==> src/rtl/rot_pkg.sv <==
// Shared types and constants for the iterative rotate controller.
package rot_pkg;

    typedef enum logic [1:0] {
        IDLE = 2'd0,
        BUSY = 2'd1,
        DONE = 2'd2
    } state_t;

    localparam int unsigned STEP_MAX = 3;
    localparam int unsigned STEP_W   = 2;

endpackage

==> src/rtl/rotate_step.sv <==
// Combinational single-step rotator, 0..3 positions per pass.
module rotate_step
    import rot_pkg::*;
#(
    parameter int WIDTH = 16
) (
    input  logic [WIDTH-1:0]  data,
    input  logic [STEP_W-1:0] shamt,
    input  logic              left,
    output logic [WIDTH-1:0]  rotated
);

    logic [2*WIDTH-1:0] dbl_l;
    logic [2*WIDTH-1:0] dbl_r;

    // Doubling the word turns a rotate into a plain shift plus a slice.
    always_comb begin
        dbl_l   = {data, data} << shamt;
        dbl_r   = {data, data} >> shamt;
        rotated = left ? dbl_l[2*WIDTH-1:WIDTH] : dbl_r[WIDTH-1:0];
    end

endmodule

==> src/rtl/rotate_sequencer.sv <==
// Rotate controller sequencing a shared step rotator over several cycles.
module rotate_sequencer
    import rot_pkg::*;
#(
    parameter int WIDTH = 16,
    parameter int AMT_W = $clog2(WIDTH)
) (
    input  logic             clk,
    input  logic             reset_n,
    input  logic             in_valid,
    output logic             in_ready,
    input  logic [WIDTH-1:0] in_data,
    input  logic [AMT_W-1:0] in_amt,
    input  logic             in_left,
    output logic             out_valid,
    input  logic             out_ready,
    output logic [WIDTH-1:0] out_data,
    output logic             busy
);

    state_t            state_q, state_d;
    logic [WIDTH-1:0]  data_q, data_d;
    logic [AMT_W-1:0]  rem_q, rem_d;
    logic              dir_q, dir_d;
    logic [STEP_W-1:0] step;
    logic [AMT_W-1:0]  rem_after;
    logic [WIDTH-1:0]  stepped;

    rotate_step #(.WIDTH(WIDTH)) u_step (
        .data    (data_q),
        .shamt   (step),
        .left    (dir_q),
        .rotated (stepped)
    );

    always_ff @(posedge clk or negedge reset_n) begin
        if (!reset_n) begin
            state_q <= IDLE;
            data_q  <= '0;
            rem_q   <= '0;
            dir_q   <= 1'b0;
        end else begin
            state_q <= state_d;
            data_q  <= data_d;
            rem_q   <= rem_d;
            dir_q   <= dir_d;
        end
    end

    always_comb begin
        step      = (rem_q > AMT_W'(STEP_MAX)) ? STEP_W'(STEP_MAX)
                                               : rem_q[STEP_W-1:0];
        rem_after = rem_q - AMT_W'(step);
        state_d   = state_q;
        data_d    = data_q;
        rem_d     = rem_q;
        dir_d     = dir_q;
        in_ready  = 1'b0;
        out_valid = 1'b0;
        busy      = 1'b0;
        unique case (state_q)
            IDLE: begin
                in_ready = 1'b1;
                // Inputs are only sampled on a handshake, so X while idle is harmless.
                if (in_valid) begin
                    data_d  = in_data;
                    rem_d   = in_amt;
                    dir_d   = in_left;
                    state_d = (in_amt == '0) ? DONE : BUSY;
                end
            end
            BUSY: begin
                busy   = 1'b1;
                data_d = stepped;
                rem_d  = rem_after;
                if (rem_after == '0) state_d = DONE;
            end
            DONE: begin
                busy      = 1'b1;
                out_valid = 1'b1;
                if (out_ready) state_d = IDLE;
            end
            default: state_d = IDLE;
        endcase
    end

    assign out_data = data_q;

endmodule
==> config.mk <==
export PLATFORM = sky130hd
export DESIGN_NAME = rotate_sequencer
export DESIGN_NICKNAME = d
export VERILOG_FILES = /design/src/rtl/rot_pkg.sv /design/src/rtl/rotate_step.sv /design/src/rtl/rotate_sequencer.sv
export SDC_FILE = /design/constraint.sdc
export NUM_CORES = 1
export LEC_CHECK = 0
export BUFFER_PORTS_ARGS = -buffer_cell sky130_fd_sc_hd__buf_2
export CORE_MARGIN = 8
export CORE_UTILIZATION = 55
export DETAILED_ROUTE_END_ITERATION = 8
export GPL_ROUTABILITY_DRIVEN = 0
export PLACE_DENSITY_LB_ADDON = 0.05
export SLEW_MARGIN = 10
export SYNTH_ARGS = -nofsm -noshare
export SYNTH_HDL_FRONTEND = slang
export SYNTH_SLANG_ARGS = --single-unit
==> constraint.sdc <==
create_clock -name clk -period 3.5 [get_ports clk]
set_clock_uncertainty 0.15 [all_clocks]
set_input_delay 0.35 -clock clk [delete_from_list [all_inputs] [get_ports clk]]
set_output_delay 0.35 -clock clk [all_outputs]
set_load 0.005 [all_outputs]
==> run_results.csv <==
group,metric,value,unit
outcome,outcome,"completed",
cells_and_area,antenna_cells,0,
cells_and_area,fin_cells,376,
grt,grt_max_degree,52,
synthesis,ys.flop_type,"dfrtp_1",
synthesis,syn_avg_cell_area,8.18,sq um
clock_network,clock_path_buffers,2,
sta,hold_viol,0,
synthesis,async_flop_share,100,%
floorplan,ioPinCount,44,
synthesis,yosys_warnings,0,
place,dp_hpwl,5050,um
power_and_ir_drop,p_leak,1.15,nW
clock_network,htreeDepth,1,
power_and_ir_drop,power_switching,0.00154,W
sta,slew_viol_final,0,
synthesis,synth_nets,338,
sta,relSlewSlack,35.7,%
routing,ant_nets,0,
sta,fmax,393,MHz
floorplan,die_x,83.8,um
clock_network,clk_latency,0.28,ns
cells_and_area,drive_gt1_share,21.9,%
routing,via_per_inst,6.74,
power_and_ir_drop,seqPwrFrac,28.9,%
clock_network,numCtsBuffers,3,
clock_network,clk_pin_slew,0.09,ns
cells_and_area,multi_input_area,0.00173,sq mm
floorplan,row_count,24,
cells_and_area,design_area,0.00271,sq mm
grt,grt_pass1_wl,12200,um
routing,met1_length,3420,um
power_and_ir_drop,p_per_area,1070,mW/mm^2
cells_and_area,final_core_util,61.9,%
cells_and_area,area_delta_synth_final,7.43,%
power_and_ir_drop,switching_share,53.0,%
sta,rsz0062_at_grt,"no",
floorplan,coreArea,0.00438,sq mm
power_and_ir_drop,power.combinational.fraction,65.0,%
place,placed_cell_area,0.00266,sq mm
clock_network,cts_tree,"yes",
routing,wl_per_cell,19.7,um
worst_setup_path,path_max_fanout,24,
worst_setup_path,arrival,2.60,ns
cells_and_area,final_nets,354,
routing,met3_length,520,um
clock_network,post_cts_resized,0,
worst_setup_path,cp.required,3.55,ns
grt,grt_use_total,20.5,%
power_and_ir_drop,clkPwrFrac,6.1,%
sta,worst_slew_pin_slew,0.965,ns
grt,antenna_found_initial,0,
synthesis,synth_edf_count,0,
routing,route.met2.wl,3340,um
routing,vias,2534,
routing,wl,7390,um
clock_network,cts_root_buffer,"clkbuf_8",
synthesis,syn_area,0.00253,sq mm
place,placedCellCount,371,
worst_setup_path,crit_path_end_kind,"register",
worst_setup_path,start_kind,"register",
sta,finalSetupTns,0,ns
floorplan,initial_core_util,57.6,%
sta,whs,0.144,ns
run,drv_cap,0,
synthesis,synth_seq_area_share,22.8,%
cells_and_area,num-fill-cells,396,
routing,drt_iter0_drc,310,
worst_setup_path,crit_type,"register to register",
power_and_ir_drop,ir_drop,0.599,mV
floorplan,dieArea,0.00702,sq mm
floorplan,chipHeight,83.8,um
clock_network,numClockSinks,23,
synthesis,synthCells,309,
min_path,hp-class,"input pin to register",
synthesis,synth_cell_types,31,
grt,grt_overflow,0,
sta,finalCritPeriodShare,72.8,%
routing,drc,0,
sta,period_minus_slack,2.55,ns
sta,setup_viol,0,
synthesis,ys_seq_elements,23,
routing,top_layer,"met4",
cells_and_area,regArea,577,sq um
place,port_buffers,43,
power_and_ir_drop,p_int,0.00137,W
grt,first_global_vias,2366,
routing,firstDrtPassIters,5,
-- cells in the mapped netlist (all sizes together), types with 2 or more instances --
cell type / count / area share (%)
or2: 2 / 0.50
a21boi: 32 / 9.5
nor2: 20 / 3.0
a21oi: 6 / 1.2
o21ai: 13 / 2.6
clkbuf: 12 / 1.8
nand2b: 2 / 0.50
inv: 6 / 0.89
ha: 4 / 2.0
mux2: 14 / 6.2
or4b: 16 / 6.3
o22ai: 2 / 0.50
o211ai: 20 / 5.9
nand2: 37 / 5.5
dfrtp: 23 / 23
buf: 28 / 6.4
o221ai: 16 / 5.5
mux2i: 21 / 8.3
a31oi: 17 / 4.2
a221o: 12 / 4.8
-- state kept, by name, indices dropped and copies added, names as in the netlist --
name / flops
dir_q: 1
out_data: 16
rem_q: 4
state_q: 2
-- repair_timing --
action                                 4_1_cts  5_1_grt
endpoints found under the hold margin       23        0
buffers inserted                             0        0
setup endpoints to repair                    0        0
hold buffers                                 1        0
-- logic make-up after synthesis --
logic type      after synthesis  synth area share [%]
fa+ha+maj                     4                  1.98
buf+inv                      46                  9.06
simple gates                 82                  17.0
mux                          35                  14.6
compound gates              119                  34.6
flops                        23                  22.8
-- worst max-delay path, cell delays in order, from the launching register on --
cell and delay, ns:
dfrtp_1 0.41, inv_1 0.08, ha_1 0.14, buf_4 0.26, inv_1 0.07, buf_4 0.21
o21ai_2 0.58, buf_4 0.35, nor2_1 0.06, a31oi_1 0.14
-- cells in the final DEF, fill, tap and decap left out, drive strengths merged, types with 3 or more instances in the layout --
cell type,n
buf,50
o21ai,13
dfrtp,23
or4b,16
mux2,14
o221ai,16
o211ai,20
a21boi,32
a31oi,17
clkbuf,3
nand2,37
a21oi,6
ha,4
inv,6
nor2,20
mux2i,21
a221o,12
-- final timing paths --
path	end	cells past startpoint	startpoint	slack, ns
worst max-delay path	out_data[12]$_DFFE_PN0P_	9	state_q[1]$_DFFE_PN0P_	0.95
worst min-delay path	dir_q$_DFFE_PN0P_	2	in_left	0.14
min in group asynchronous	out_data[14]$_DFFE_PN0P_	2	reset_n	0.44
max in group asynchronous	rem_q[0]$_DFFE_PN0P_	2	reset_n	2.36
worst max register to register	out_data[12]$_DFFE_PN0P_	9	state_q[1]$_DFFE_PN0P_	0.95
worst min register to register	state_q[0]$_DFFE_PN0P_	1	state_q[0]$_DFFE_PN0P_	0.40
-- metrics by stage --
step           total power, W  setup WS [ns]
2_1_floorplan         0.00223           1.70
3_3_place_gp          0.00269           1.03
3_5_place_dp          0.00270          0.972
4_1_cts               0.00290          0.937
5_1_grt               0.00318          0.667
6_report              0.00291          0.953
-- layer usage --
metal  track usage, %  vias up
met1             29.0     1190
met2             30.2      115
met5                0        -
met4             6.59        0
met3             3.61       13
li1                 -     1216
-- area by class of cell --
cell class	instances	area share (%)
clock buffers	3	1.52
flip-flops and latches	23	21.3
well taps	52	2.40
clock inverters	1	0.184
repair buffers	51	10.2
multi-input cells	240	63.6
inverters	6	0.830
-- power by group through the flow --
stage | sequential [W] | combinational [W] | clock [W]
2_1_floorplan | 0.000546 | 0.00169 | 0
5_1_grt | 0.000891 | 0.00210 | 0.000193
4_1_cts | 0.000832 | 0.00188 | 0.000185
3_3_place_gp | 0.000832 | 0.00186 | 0
6_report | 0.000840 | 0.00189 | 0.000178
3_5_place_dp | 0.000836 | 0.00186 | 0
Note: power is estimated with default switching activity, not from simulation.
